[src/rtl/led_pkg.sv]
// Shared types and default 100 MHz timing for the single-wire LED strip driver.
package led_pkg;

  localparam int unsigned T0H      = 40;
  localparam int unsigned T1H      = 80;
  localparam int unsigned TBIT     = 125;
  localparam int unsigned TLATCH   = 5000;
  localparam int unsigned PIX_BITS = 24;

  typedef enum logic [1:0] {
    ST_IDLE  = 2'd0,
    ST_SEND  = 2'd1,
    ST_LATCH = 2'd2
  } state_t;

  // Colour word exactly as produced by the lights selector stage.
  typedef struct packed {
    logic [7:0] r;
    logic [7:0] g;
    logic [7:0] b;
  } light_t;

  // Pixels expect green first, then red, then blue, each MSB first.
  function automatic logic [23:0] wire_order(input light_t c);
    return {c.g, c.r, c.b};
  endfunction

endpackage

[src/rtl/led_strip_driver_if.sv]
// Frame request / serial output bundle between the selector stage and the strip driver.
interface led_strip_driver_if;

  led_pkg::light_t light;
  logic            load;
  logic            dout;
  logic            busy;
  logic            done;

  modport master (output light, output load, input dout, input busy, input done);
  modport slave  (input light, input load, output dout, output busy, output done);

endinterface

[src/rtl/led_bit_timer.sv]
// Per-bit cycle counter and high-time compare for the serial waveform.
module led_bit_timer
  import led_pkg::*;
#(
  parameter int unsigned CLK_T0H  = T0H,
  parameter int unsigned CLK_T1H  = T1H,
  parameter int unsigned CLK_TBIT = TBIT
) (
  input  logic clk,
  input  logic rst,
  input  logic clear,
  input  logic run,
  input  logic bit_next,
  output logic last_c,
  output logic high_next_c
);

  localparam int unsigned CW = (CLK_TBIT > 1) ? $clog2(CLK_TBIT) : 1;
  localparam logic [CW-1:0] CNT_LAST = CW'(CLK_TBIT - 1);
  localparam logic [CW-1:0] CNT_T0H  = CW'(CLK_T0H);
  localparam logic [CW-1:0] CNT_T1H  = CW'(CLK_T1H);

  logic [CW-1:0] cnt;
  logic [CW-1:0] cnt_next;

  assign last_c = (cnt == CNT_LAST);

  // Count through one bit period, restarting at the frame start.
  always_comb begin
    cnt_next = cnt;
    if (clear) begin
      cnt_next = '0;
    end else if (run) begin
      cnt_next = last_c ? '0 : cnt + CW'(1);
    end
  end

  // Line level for the coming cycle, judged against the bit about to be on the wire.
  assign high_next_c = (cnt_next < (bit_next ? CNT_T1H : CNT_T0H));

  // Bit-period counter register.
  always_ff @(posedge clk or negedge rst) begin
    if (!rst) begin
      cnt <= '0;
    end else begin
      cnt <= cnt_next;
    end
  end

endmodule

[src/rtl/led_strip_driver.sv]
// Serialises one captured colour to NUM_LEDS chained pixels, then holds the latch gap.
module led_strip_driver
  import led_pkg::*;
#(
  parameter int unsigned CLK_T0H    = T0H,
  parameter int unsigned CLK_T1H    = T1H,
  parameter int unsigned CLK_TBIT   = TBIT,
  parameter int unsigned CLK_TLATCH = TLATCH,
  parameter int unsigned NUM_LEDS   = 8
) (
  input  logic               clk,
  input  logic               rst,
  led_strip_driver_if.slave  bus
);

  localparam int unsigned PW = (NUM_LEDS > 1) ? $clog2(NUM_LEDS) : 1;
  localparam int unsigned LW = (CLK_TLATCH > 1) ? $clog2(CLK_TLATCH) : 1;
  localparam int unsigned BW = $clog2(PIX_BITS);
  localparam logic [PW-1:0] PIX_LAST = PW'(NUM_LEDS - 1);
  localparam logic [LW-1:0] LAT_LAST = LW'(CLK_TLATCH - 1);
  localparam logic [BW-1:0] BIT_LAST = BW'(PIX_BITS - 1);

  state_t        state, state_next;
  light_t        hold, hold_next;
  logic [23:0]   shreg, shreg_next;
  logic [BW-1:0] bit_idx, bit_idx_next;
  logic [PW-1:0] pix, pix_next;
  logic [LW-1:0] lat, lat_next;
  logic          dout, dout_next;
  logic          busy, busy_next;
  logic          done, done_next;
  logic          timer_clear, timer_run, timer_last_c, high_next_c;

  led_bit_timer #(
    .CLK_T0H  (CLK_T0H),
    .CLK_T1H  (CLK_T1H),
    .CLK_TBIT (CLK_TBIT)
  ) u_timer (
    .clk         (clk),
    .rst         (rst),
    .clear       (timer_clear),
    .run         (timer_run),
    .bit_next    (shreg_next[23]),
    .last_c      (timer_last_c),
    .high_next_c (high_next_c)
  );

  // Next-state, shift and counter logic for IDLE / SEND / LATCH.
  always_comb begin
    state_next   = state;
    hold_next    = hold;
    shreg_next   = shreg;
    bit_idx_next = bit_idx;
    pix_next     = pix;
    lat_next     = lat;
    done_next    = 1'b0;
    timer_clear  = 1'b0;
    timer_run    = 1'b0;
    case (state)
      ST_IDLE: begin
        if (bus.load) begin
          state_next   = ST_SEND;
          hold_next    = bus.light;
          shreg_next   = wire_order(bus.light);
          bit_idx_next = '0;
          pix_next     = '0;
          timer_clear  = 1'b1;
        end
      end
      ST_SEND: begin
        timer_run = 1'b1;
        if (timer_last_c) begin
          if (bit_idx == BIT_LAST) begin
            bit_idx_next = '0;
            shreg_next   = wire_order(hold);
            if (pix == PIX_LAST) begin
              pix_next   = '0;
              lat_next   = '0;
              state_next = ST_LATCH;
            end else begin
              pix_next = pix + PW'(1);
            end
          end else begin
            bit_idx_next = bit_idx + BW'(1);
            shreg_next   = {shreg[22:0], 1'b0};
          end
        end
      end
      ST_LATCH: begin
        if (lat == LAT_LAST) begin
          lat_next   = '0;
          state_next = ST_IDLE;
          done_next  = 1'b1;
        end else begin
          lat_next = lat + LW'(1);
        end
      end
      default: begin
        state_next = ST_IDLE;
      end
    endcase
  end

  // Output levels for the coming cycle; the line only goes high while sending.
  assign dout_next = (state_next == ST_SEND) && high_next_c;
  assign busy_next = (state_next != ST_IDLE);

  // State, datapath and registered outputs.
  always_ff @(posedge clk or negedge rst) begin
    if (!rst) begin
      state   <= ST_IDLE;
      hold    <= '0;
      shreg   <= '0;
      bit_idx <= '0;
      pix     <= '0;
      lat     <= '0;
      dout    <= 1'b0;
      busy    <= 1'b0;
      done    <= 1'b0;
    end else begin
      state   <= state_next;
      hold    <= hold_next;
      shreg   <= shreg_next;
      bit_idx <= bit_idx_next;
      pix     <= pix_next;
      lat     <= lat_next;
      dout    <= dout_next;
      busy    <= busy_next;
      done    <= done_next;
    end
  end

  assign bus.dout = dout;
  assign bus.busy = busy;
  assign bus.done = done;

endmodule
[src/flat_wrapper.sv]
// flat-port wrapper written by rule: the top's interface ports become plain ports
module led_strip_driver_flat import led_pkg::*;
#(
  parameter int unsigned CLK_T0H    = T0H,
  parameter int unsigned CLK_T1H    = T1H,
  parameter int unsigned CLK_TBIT   = TBIT,
  parameter int unsigned CLK_TLATCH = TLATCH,
  parameter int unsigned NUM_LEDS   = 8
)
  (clk, rst, bus_light, bus_load, bus_dout, bus_busy, bus_done);
  led_strip_driver_if bus_i ();
  input  logic clk;
  input  logic rst;
  input wire logic [$bits(bus_i.light)-1:0] bus_light;
  input wire logic [$bits(bus_i.load)-1:0] bus_load;
  output wire logic [$bits(bus_i.dout)-1:0] bus_dout;
  output wire logic [$bits(bus_i.busy)-1:0] bus_busy;
  output wire logic [$bits(bus_i.done)-1:0] bus_done;
  assign bus_i.light = bus_light;
  assign bus_i.load = bus_load;
  assign bus_dout = bus_i.dout;
  assign bus_busy = bus_i.busy;
  assign bus_done = bus_i.done;
  led_strip_driver #(.CLK_T0H(CLK_T0H), .CLK_T1H(CLK_T1H), .CLK_TBIT(CLK_TBIT), .CLK_TLATCH(CLK_TLATCH), .NUM_LEDS(NUM_LEDS)) u_core (.clk(clk), .rst(rst), .bus(bus_i));
endmodule
[config.mk]
export PLATFORM = sky130hd
export DESIGN_NAME = led_strip_driver_flat
export DESIGN_NICKNAME = d
export VERILOG_FILES = /design/src/rtl/led_pkg.sv /design/src/rtl/led_strip_driver_if.sv /design/src/rtl/led_bit_timer.sv /design/src/rtl/led_strip_driver.sv /design/src/flat_wrapper.sv
export SDC_FILE = /design/constraint.sdc
export NUM_CORES = 1
export LEC_CHECK = 0
export CAP_MARGIN = 20
export CORE_MARGIN = 2
export CORE_UTILIZATION = 45
export CTS_BUF_LIST = sky130_fd_sc_hd__clkbuf_4 sky130_fd_sc_hd__clkbuf_8
export DETAILED_ROUTE_END_ITERATION = 8
export DONT_BUFFER_PORTS = 1
export MAX_ROUTING_LAYER = met4
export PLACE_DENSITY_LB_ADDON = 0.25
export SETUP_SLACK_MARGIN = 0.2
export SYNTH_ARGS = -nofsm -noshare
export SYNTH_HDL_FRONTEND = slang
export SYNTH_HIERARCHICAL = 1
export SYNTH_SLANG_ARGS = --single-unit
export TNS_END_PERCENT = 5
[constraint.sdc]
create_clock -name clk -period 2.8 [get_ports clk]
set_clock_uncertainty 0.05 [all_clocks]
set_input_delay 0.28 -clock clk [delete_from_list [all_inputs] [get_ports clk]]
set_output_delay 0.28 -clock clk [all_outputs]
set_load 0.02 [all_outputs]
==> out/summary.log, run 1 <==
INFO  status         status=complete, no violations
INFO  route          detail_route.wl_per_cell=15.9um
INFO  power          vdd_ir_drop_max=412uV
INFO  timing         timing.final.hold_violations=0
INFO  clock_network  clock_tree.htree_level_count=3
INFO  final_layout   antenna_cells_inserted=0
INFO  worst_setup_path critPathMaxFanout=5
INFO  floorplan      vertical_extent_of_the_die=98.3um
INFO  worst_setup_path worstSetupPathType=flip-flop to flip-flop
INFO  clock_network  worstSkewPairLatency=350ps
INFO  place          gp_congestion=0.829
INFO  power          pwr_density_cell=752nW/um2
INFO  worst_setup_path crit_family=compound AO/OA/AOI/OAI gates
INFO  synth          yosysSeqAreaShare=0.506
INFO  floorplan      floorplan.die_area=9660um2
INFO  synth          synth-warning-count=6
INFO  synth          post-synth-top-count-cell=sky130_fd_sc_hd__nand2_1
INFO  synth          mappedNetlistArea=4000um2
INFO  worst_setup_path crit_path_top_delay_cell=sky130_fd_sc_hd__dfrtp_1
INFO  synth          share_of_the_synthesized_area_in_the_top_cell_type=0.506
INFO  floorplan      boundaryPins=30
INFO  timing         setup-violations-final=0
INFO  timing         period_share=0.901
INFO  synth          synthDominantAreaCellType=sky130_fd_sc_hd__dfrtp_1
INFO  synth          ys_async_rst_share=1.00
INFO  synth          synth_edf_count=0
INFO  route          first_pass_iters=4
INFO  floorplan      floorplan.rows=34
INFO  grt            gr_ovfl_total=0
INFO  worst_setup_path critical_path_arrival=2760ps
INFO  timing         post_route_setup_tns=0ps
INFO  synth          yosysUniqueCellTypes=54
INFO  final_layout   finish.utilization=0.536
INFO  synth          synth-seq-cells=81
INFO  timing         maximum_operating_frequency=396MHz
INFO  clock_network  clock_buffer_count_from_cts=9
INFO  synth          most_instantiated_cells_after_synthesis=sky130_fd_sc_hd__nand2_1, sky130_fd_sc_hd__dfrtp_1, sky130_fd_sc_hd__mux2i_1
INFO  route          route.detailed.vias_per_inst=5.74
INFO  grt            grt_antenna_before_repair=0
INFO  worst_setup_path critical_path.cell_chain=ha_1, and4b_1, mux2i_1, o211ai_1, inv_1, ha_1, o21a_1, o21a_1, o22ai_1, and2_1
INFO  clock_network  clockRootBuffer=sky130_fd_sc_hd__clkbuf_8
INFO  final_layout   finalNonFillerCells=545
INFO  route          ant_nets=0
INFO  worst_setup_path critical_path.startpoint_type=flip-flop
INFO  final_layout   number_of_nets_in_the_layout=468
INFO  grt            globalRouteTotalUtil=0.196
INFO  synth          postSynthNetCount=442
INFO  timing         max_slew.worst_pin.slew=486ps
INFO  route          detail_route.drc_violations=0
INFO  synth          post_synth_main_area_contributors=sky130_fd_sc_hd__dfrtp_1, sky130_fd_sc_hd__nand2_1, sky130_fd_sc_hd__mux2i_1, sky130_fd_sc_hd__ha_1, sky130_fd_sc_hd__a22oi_1
INFO  floorplan      initial_core_util=0.461
INFO  synth          syn_avg_cell_area=9.86um2
INFO  route          routed_wl=8650um
INFO  synth          postSynthCellCount=406
INFO  final_layout   syn_to_final_growth=16.2%
INFO  worst_setup_path crit_end_element=flip-flop
INFO  final_layout   final_layout_size_suffix_gt1_frac=0.126
INFO  worst_setup_path worst-path-buf-inv=1
INFO  floorplan      core-area=8680um2
INFO  grt            global_route_wire_length_before_repair=15,100um
INFO  timing         grt_setup_unrepaired=yes
INFO  grt            grt_pass1_vias=3,142
INFO  clock_network  clock_path_buffers=2
INFO  clock_network  clock_tree_from_tritoncts=yes
INFO  timing         holdWs=15.3ps
INFO  route          detailroute.via_count=3,129
INFO  run            timing.max_cap.violations=0
INFO  floorplan      chipWidth=98.3um
INFO  place          dp_area=4110um2
INFO  worst_setup_path cp_data_required_time=3040ps
INFO  worst_setup_path critPathMaxStageDelay=410ps
INFO  grt            grt_start_max_net_pins=82
INFO  timing         report.final.slew_viol_count=0
INFO  hold_path      timing.hold.worst.class=input port to flip-flop
INFO  place          port_buffers=0
INFO  place          dp_cells=502
INFO  power          p_leak=2.10nW
INFO  timing         finalWorstPathRequiredPeriod=2520ps
INFO  clock_network  cts_num_sinks=81
INFO  timing         max_slew_headroom=0.675
INFO  route          initialDrtViolationCount=191
INFO  place          dpl.hpwl=5300um
INFO  synth          ys_dominant_reg_cell=sky130_fd_sc_hd__dfrtp_1
INFO  final_layout   post-route-cell-area=4650um2
INFO  final_layout   fill_cells=802
INFO  clock_network  clkTransAtPathRegs=80ps
final timing paths:
kind,end,depth (start not counted),slack (ps),from
worst max-delay path,u_core/bus.dout,10,280,u_core/bit_idx[0]
max in group asynchronous,u_core/u_timer/cnt[2],2,1920,rst
worst min-delay path,u_core/hold[23],2,20,bus_light[23]
worst min register to register,u_core/hold[4],2,430,u_core/hold[4]
min in group asynchronous,u_core/lat[11],2,450,rst
worst max register to register,u_core/bus.dout,10,280,u_core/bit_idx[0]
state kept, by name, summed over array words and instances (netlist names):
register            count
u_core/hold            24
u_core/shreg           24
u_core/lat             13
u_core/u_timer/cnt      7
u_core/bit_idx          5
u_core/pix              3
u_core/state            2
u_core/bus.busy         1
u_core/bus.done         1
u_core/bus.dout         1
logic make-up after synthesis:
family	share of synthesized area
flip-flops	0.506
multiplexers	0.0625
AO/OA/AOI/OAI	0.162
AND/OR/NAND/NOR	0.196
buffers and inverters	0.0388
adder cells (fa/ha/maj)	0.0281
XOR/XNOR	0.00657
through the flow:
step	worst slack, ps	power (mW)
global placement	348	2.30
CTS	241	3.48
detailed placement	255	2.34
floorplan	157	2.17
finish	276	3.50
global route	108	3.73
cells in the final DEF, fill, tap and decap left out, drive strengths merged, types with 6 or more instances in the layout:
cell type     n
o21ai        21
nand4         8
a22o          6
and3         10
ha            9
dlygate4sd3  20
mux2i        25
a22oi        14
o211ai       11
inv          10
nand2        98
a21oi         9
a31oi        15
clkbuf       10
dfrtp        81
nand3        17
buf          17
nor2          8
where the power goes:
group	leakage (nW)	total, mW	switching (mW)	internal [mW]
combinational	1.02	0.839	0.404	0.435
sequential	0.956	1.62	0.194	1.42
clock	0.121	1.04	0.437	0.607
total	2.10	3.50	1.04	2.46
worst reg2reg max path, stage by stage (launching register included):
cell and delay (ps):
sky130_fd_sc_hd__dfrtp_1 410, sky130_fd_sc_hd__ha_1 260, sky130_fd_sc_hd__and4b_1 250, sky130_fd_sc_hd__mux2i_1 130
sky130_fd_sc_hd__o211ai_1 310, sky130_fd_sc_hd__inv_1 150, sky130_fd_sc_hd__ha_1 300, sky130_fd_sc_hd__o21a_1 170
sky130_fd_sc_hd__o21a_1 160, sky130_fd_sc_hd__o22ai_1 120, sky130_fd_sc_hd__and2_1 140
per-layer routing:
metal,share of wire,global-route usage
met5,0,-
met4,0.0069,0.0590
met3,0.053,0.0365
met2,0.48,0.302
met1,0.46,0.265
layout make-up:
cell class                      count  area, um2  area share
Multi-Input combinational cell    294       1860       0.400
Sequential cell                    81       2030       0.436
Clock buffer                       10        131      0.0282
Clock inverter                      6        115      0.0248
Inverter                            9       33.8     0.00726
Tap cell                          108        135      0.0291
Timing Repair Buffer               37        348      0.0748
what timing repair did:
item / 4_1_cts / 5_1_grt
endpoints found under the hold margin: 100 / 0
buffers inserted: 2 / 4
hold buffers: 21 / 0
gates resized for setup: 2 / 6
pin swaps: 0 / 5
endpoints found under the setup margin: 1 / 1
Power figures use the tool's default switching activity.
==> inputs of run 2 (changes only) <==
HOLD_SLACK_MARGIN = 0.08   (was unset)
==> run 2 against run 1 <==
Sequential power barely moved. Clock power barely moved. Clock-buffer cell count did not move. Global-route usage rose by 0.16 points. Non-clock buffer count rose by 5. Hold slack improved by 320 ps. Sequential cell count did not move. Combinational power rose by 1%. Critical endpoint unchanged. Largest power group unchanged.
==> out/summary.log, run 2 (synthesis results as in run 1) <==
INFO  worst_setup_path critical_path_arrival=2770ps [about the same]
INFO  timing         grt_setup_unrepaired=yes
INFO  timing         max_slew_headroom=0.674 [about the same]
INFO  grt            global_route_wire_length_before_repair=15,100um [+0.55%]
INFO  grt            grt_pass1_vias=3,111 [-0.99%]
INFO  timing         report.final.slew_viol_count=0 [unchanged]
INFO  floorplan      core-area=8680um2 [unchanged]
INFO  power          pwr-share-seq=0.460 [-0.002]
INFO  final_layout   final_layout_size_suffix_gt1_frac=0.124 [-0.00142]
INFO  final_layout   number_of_nets_in_the_layout=473 [+1.1%]
INFO  route          route.detailed.vias_per_inst=5.67 [-1.2%]
INFO  route          ant_nets=0 [unchanged]
INFO  route          routed_wl=8710um [+0.72%]
INFO  floorplan      vertical_extent_of_the_die=98.3um [unchanged]
INFO  grt            grt_antenna_before_repair=0 [unchanged]
INFO  clock_network  clkTransAtPathRegs=80ps [about the same]
INFO  power          power_report.internal_total=2.47mW [+0.23%]
INFO  worst_setup_path critPathMaxFanout=5 [unchanged]
INFO  final_layout   post-route-cell-area=4700um2 [+1.1%]
INFO  timing         max_slew.worst_pin.slew=487ps [+0.944 ps]
INFO  timing         maximum_operating_frequency=396MHz [about the same]
INFO  hold_path      timing.hold.worst.class=input port to flip-flop
INFO  run            timing.max_cap.violations=0 [unchanged]
INFO  power          pwr_density_cell=747nW/um2 [-0.67%]
INFO  final_layout   largest_regs=u_core/hold x24, u_core/shreg x24, u_core/lat x13
INFO  clock_network  clock_buffer_count_from_cts=9 [unchanged]
INFO  timing         setup-violations-final=0 [unchanged]
INFO  final_layout   finish.utilization=0.542 [+0.00577]
INFO  worst_setup_path cp_data_required_time=3040ps [about the same]
INFO  hold_path      number_of_stages_on_the_worst_hold_path=4 [+2]
INFO  timing         finalWorstPathRequiredPeriod=2520ps [+0.846 ps]
INFO  hold_path      min_to=u_core/hold[15]
INFO  grt            grt_start_max_net_pins=82 [unchanged]
INFO  status         status=complete, no violations
INFO  place          dpl.hpwl=5300um [unchanged]
INFO  place          dp_area=4110um2 [unchanged]
INFO  power          clkPwrFrac=0.298 [about the same]
INFO  clock_network  cts_num_sinks=81 [unchanged]
INFO  place          port_buffers=0 [unchanged]
INFO  final_layout   area.sequential=2030um2 [unchanged]
INFO  worst_setup_path worst_setup_path_startpoint=u_core/bit_idx[0]
INFO  power          sw_frac_of_total=0.297 [+0.00123]
INFO  route          detail_route.wl_per_cell=15.8um [-0.20%]
INFO  floorplan      floorplan.rows=34 [unchanged]
INFO  clock_network  clockRootBuffer=sky130_fd_sc_hd__clkbuf_8
INFO  clock_network  clock_tree.htree_level_count=3 [unchanged]
INFO  place          gp_congestion=0.829 [unchanged]
INFO  timing         timing.final.hold_violations=0 [unchanged]
INFO  power          vdd_ir_drop_max=413uV [+0.13%]
INFO  power          switching_power_summed_over_all_nets=1.04mW [+0.82%]
INFO  power          p_leak=2.12nW [+1.0%]
INFO  floorplan      floorplan.die_area=9660um2 [unchanged]
INFO  timing         holdWs=332ps [+317 ps]
INFO  final_layout   layout.cells.most_common_list=sky130_fd_sc_hd__nand2_1, sky130_fd_sc_hd__dfrtp_1, sky130_fd_sc_hd__mux2i_1, sky130_fd_sc_hd__dlygate4sd3_1, sky130_fd_sc_hd__o21ai_0
INFO  clock_network  clock_path_buffers=2 [unchanged]
INFO  route          detail_route.drc_violations=0 [unchanged]
INFO  floorplan      chipWidth=98.3um [unchanged]
INFO  floorplan      boundaryPins=30 [unchanged]
INFO  hold_path      worstHoldStart=bus_load
INFO  route          first_pass_iters=5 [+1]
INFO  worst_setup_path critical_path.startpoint_type=flip-flop
INFO  final_layout   fill_cells=801 [-0.12%]
INFO  grt            gr_ovfl_total=0 [unchanged]
INFO  floorplan      initial_core_util=0.461 [unchanged]
INFO  final_layout   antenna_cells_inserted=0 [unchanged]
INFO  worst_setup_path crit_end_element=flip-flop
INFO  worst_setup_path reg2reg_slack=280ps [about the same]
INFO  route          initialDrtViolationCount=190 [-0.52%]
INFO  worst_setup_path crit-reg2reg-capture=u_core/bus.dout
INFO  grt            globalRouteTotalUtil=0.197 [+0.00156]
INFO  clock_network  clock_tree_from_tritoncts=yes
INFO  timing         post_route_setup_tns=0ps [unchanged]
INFO  worst_setup_path reg2regPathDepth=10 [unchanged]
INFO  power          share_comb_of_total_power=0.242 [+0.002]
INFO  worst_setup_path worstSetupPathType=flip-flop to flip-flop
INFO  final_layout   syn_to_final_growth=17.4%
INFO  route          detailroute.via_count=3,119 [-0.32%]
INFO  final_layout   multi_input_gate_area=1860um2 [unchanged]
INFO  timing         period_share=0.902 [about the same]
INFO  final_layout   mostFrequentLayoutCell=sky130_fd_sc_hd__nand2_1
INFO  clock_network  worstSkewPairLatency=350ps [about the same]
INFO  worst_setup_path r2r_start=u_core/bit_idx[0]
-- run 2: changes by cell type in the layout (fill, tap and decap cells not counted), sizes merged --
cell / change
dlygate4sd3: +5
-- run 2: worst max-delay path by stage --
stage	to	slack [ps]	depth (start not counted)
detailed placement	u_core/bus.dout	260	10
CTS	u_core/bus.dout	240	12
global placement	u_core/bus.dout	350	10
finish	u_core/bus.dout	280	10
floorplan	u_core/bus.dout	160	12
global route	u_core/bus.dout	110	11
-- run 2: power groups by stage --
stage	sequential, mW	clock, mW	combinational (mW)
global route	1.65	1.12	0.975
finish	1.62	1.05	0.851
global placement	1.65	0	0.657
detailed placement	1.65	0	0.697
CTS	1.62	1.07	0.795
floorplan	1.59	0	0.577
-- run 2: area by class of cell --
class	instances	share of cell area
multi-input combinational	294	0.395
tap	108	0.0287
clock buffer	10	0.0279
clock inverter	6	0.0245
timing repair buffer	42	0.0846
inverter	9	0.00719
sequential	81	0.432
-- run 2: timing repair --
item                                   in CTS  in global routing
endpoints found under the hold margin     128                  0
setup endpoints to repair                   1                  1
resized for setup                           2                  6
buffers inserted                            2                  4
gates cloned                                0                  0
hold buffers                               26                  0
pin swaps                                   0                  5
-- run 2: critical path, stage by stage, from the launching register on --
cell and delay (ps):
sky130_fd_sc_hd__dfrtp_1 410, sky130_fd_sc_hd__ha_1 260, sky130_fd_sc_hd__and4b_1 250, sky130_fd_sc_hd__mux2i_1 130, sky130_fd_sc_hd__o211ai_1 310, sky130_fd_sc_hd__inv_1 150, sky130_fd_sc_hd__ha_1 300, sky130_fd_sc_hd__o21a_1 170
sky130_fd_sc_hd__o21a_1 160, sky130_fd_sc_hd__o22ai_1 120, sky130_fd_sc_hd__and2_1 140
-- run 2: routing by layer --
layer  global-route usage  share of wire  vias to the layer above
met4               0.0558          0.010                        0
li1                     -              -                     1527
met3               0.0365          0.036                       12
met5                    -              0                        -
met1                0.267           0.47                     1529
met2                0.307           0.48                       51
-- run 2: through the flow --
step	setup slack (ps)	total power [mW]	instances
floorplan	157	2.17	406
global placement	348	2.30	502
detailed placement	255	2.34	502
CTS	241	3.49	546
global route	108	3.75	550
finish	275	3.51	550
==> inputs of run 3 (changes only) <==
RECOVER_POWER = 25   (was unset)
==> run 3 against run 2 <==
The flow now finishes with violations (capacitance limit, slew limit). Register-to-register slack about the same. Clock-buffer cell count stayed put. Total power about the same. Critical path depth stayed put. First-iteration DRC count is 6.3% lower. Setup slack gained 2.0 ps.
==> out/summary.log, run 3 (synthesis results as in run 1) <==
INFO  route          detail_route.drc_violations=0 [unchanged]
INFO  worst_setup_path critPathMaxFanout=5 [unchanged]
INFO  worst_setup_path critical_path_arrival=2760ps [about the same]
INFO  place          dp_cells=502 [unchanged]
INFO  power          pwr_density_cell=750nW/um2 [+0.38%]
INFO  power          vdd_ir_drop_max=413uV [about the same]
INFO  timing         max_slew.worst_pin.slew=1790ps [+1300 ps]
INFO  timing         setup-violations-final=0 [unchanged]
INFO  clock_network  clkTransAtPathRegs=80ps [about the same]
INFO  clock_network  clock_tree.htree_level_count=3 [unchanged]
INFO  power          p_leak=2.11nW [-0.41%]
INFO  clock_network  cts_num_sinks=81 [unchanged]
INFO  grt            gr_ovfl_total=0 [unchanged]
INFO  worst_setup_path crit_end_element=flip-flop
INFO  timing         post_route_setup_tns=0ps [unchanged]
INFO  final_layout   finalNonFillerCells=550 [unchanged]
INFO  clock_network  clockRootBuffer=sky130_fd_sc_hd__clkbuf_8
INFO  timing         period_share=0.901 [about the same]
INFO  final_layout   layout.cells.most_common_list=sky130_fd_sc_hd__nand2_1, sky130_fd_sc_hd__dfrtp_1, sky130_fd_sc_hd__mux2i_1, sky130_fd_sc_hd__dlygate4sd3_1, sky130_fd_sc_hd__o21ai_0
INFO  floorplan      core-area=8680um2 [unchanged]
INFO  worst_setup_path reg2regPathDepth=10 [unchanged]
INFO  final_layout   mostFrequentLayoutCell=sky130_fd_sc_hd__nand2_1
INFO  grt            grt_antenna_before_repair=0 [unchanged]
INFO  floorplan      vertical_extent_of_the_die=98.3um [unchanged]
INFO  power          total_power=3.51mW [about the same]
INFO  hold_path      timing.hold.worst.class=input port to flip-flop
INFO  place          port_buffers=0 [unchanged]
INFO  floorplan      chipWidth=98.3um [unchanged]
INFO  place          dpl.hpwl=5300um [unchanged]
INFO  final_layout   syn_to_final_growth=16.9%
INFO  final_layout   antenna_cells_inserted=0 [unchanged]
INFO  final_layout   number_of_nets_in_the_layout=473 [unchanged]
INFO  route          routed_wl=8770um [+0.61%]
INFO  floorplan      floorplan.rows=34 [unchanged]
INFO  route          first_pass_iters=4 [-1]
INFO  route          initialDrtViolationCount=178 [-6.3%]
INFO  route          detail_route.wl_per_cell=15.9um [+0.61%]
INFO  hold_path      number_of_stages_on_the_worst_hold_path=4 [unchanged]
INFO  place          gp_congestion=0.829 [unchanged]
INFO  clock_network  worstSkewPairLatency=350ps [about the same]
INFO  clock_network  clock_tree_from_tritoncts=yes
INFO  worst_setup_path critical_path.startpoint_type=flip-flop
INFO  worst_setup_path worstSetupPathType=flip-flop to flip-flop
INFO  status         violations=capacitance limit, slew limit
INFO  clock_network  clock_path_buffers=2 [unchanged]
INFO  timing         maximum_operating_frequency=396MHz [about the same]
INFO  grt            global_route_wire_length_before_repair=15,100um [unchanged]
INFO  floorplan      boundaryPins=30 [unchanged]
INFO  timing         finalWorstPathRequiredPeriod=2520ps [-1.99 ps]
INFO  grt            grt_start_max_net_pins=82 [unchanged]
INFO  timing         max_slew_headroom=-0.192 [-0.866]
INFO  timing         grt_setup_unrepaired=yes
INFO  floorplan      floorplan.die_area=9660um2 [unchanged]
INFO  timing         timing.final.hold_violations=0 [unchanged]
INFO  grt            grt_pass1_vias=3,111 [unchanged]
INFO  clock_network  clock_buffer_count_from_cts=9 [unchanged]
INFO  run            timing.max_cap.violations=1 [+1]
INFO  final_layout   largest_regs=u_core/hold x24, u_core/shreg x24, u_core/lat x13
INFO  worst_setup_path cp_data_required_time=3040ps [about the same]
INFO  route          detailroute.via_count=3,147 [+0.90%]
INFO  route          ant_nets=0 [unchanged]
INFO  grt            globalRouteTotalUtil=0.197 [unchanged]
INFO  floorplan      initial_core_util=0.461 [unchanged]
INFO  timing         report.final.slew_viol_count=82 [+82]
INFO  final_layout   final_layout_size_suffix_gt1_frac=0.124 [unchanged]
INFO  final_layout   finish.utilization=0.539 [-0.00260]
INFO  route          route.detailed.vias_per_inst=5.72 [+0.90%]
INFO  status         status=finished, violations left
-- run 3: cell count changes in the layout (fill, tap and decap cells not counted) --
| cell | delta |
|---|---|
| sky130_fd_sc_hd__buf_2 | +1 |
| sky130_fd_sc_hd__buf_16 | -1 |
-- run 3: timing repair --
action                                  4_1_cts  5_1_grt
pin swaps                                     0        5
resized for setup                             2        6
buffers inserted                              2        4
hold buffers                                 26        0
endpoints found under the setup margin        1        1
hold endpoints to repair                    128        0
-- run 3: power by group --
group          switching [mW]  internal (mW)  leakage (nW)
clock                   0.437          0.607         0.121
sequential              0.195           1.42         0.956
combinational           0.412          0.436          1.03
total                    1.04           2.47          2.11
-- run 3: stage by stage --
step                      hold slack [ps]  setup slack [ps]  area (um2)
after detailed placement            -63.5               255        4110
after CTS                             313               241        4650
after global placement              -63.0               348        4110
after floorplan                     -65.6               157        4030
after global routing                  369               108        4680
final                                 330               277        4680
-- run 3: critical path: stages, from the launching register on --
cell and delay (ps):
sky130_fd_sc_hd__dfrtp_1 410, sky130_fd_sc_hd__ha_1 260, sky130_fd_sc_hd__and4b_1 250, sky130_fd_sc_hd__mux2i_1 130
sky130_fd_sc_hd__o211ai_1 310, sky130_fd_sc_hd__inv_1 150, sky130_fd_sc_hd__ha_1 300, sky130_fd_sc_hd__o21a_1 170
sky130_fd_sc_hd__o21a_1 160, sky130_fd_sc_hd__o22ai_1 120, sky130_fd_sc_hd__and2_1 140
-- run 3: routing by layer --
layer | global-route usage | up-vias | routed length (um)
li1 | - | 1532 | -
met1 | 0.267 | 1550 | 4150
met2 | 0.307 | 53 | 4230
met3 | 0.0365 | 12 | 291
met4 | 0.0558 | 0 | 89
met5 | - | - | 0
-- run 3: layout make-up --
| cell class | count | area [um2] |
|---|---|---|
| multi-input combinational | 294 | 1860 |
| timing repair buffer | 42 | 375 |
| clock inverter | 6 | 115 |
| tap | 108 | 135 |
| clock buffer | 10 | 131 |
| inverter | 9 | 33.8 |
| fill | 804 | 4000 |
| sequential | 81 | 2030 |
-- run 3: worst paths after layout --
check	end	slack [ps]	start
worst max-delay path	u_core/bus.dout	280	u_core/bit_idx[0]
worst min-delay path	u_core/hold[15]	330	bus_load
worst min register to register	u_core/hold[12]	430	u_core/hold[12]
max in group asynchronous	u_core/state[1]	580	rst
worst max register to register	u_core/bus.dout	280	u_core/bit_idx[0]
min in group asynchronous	u_core/shreg[10]	930	rst
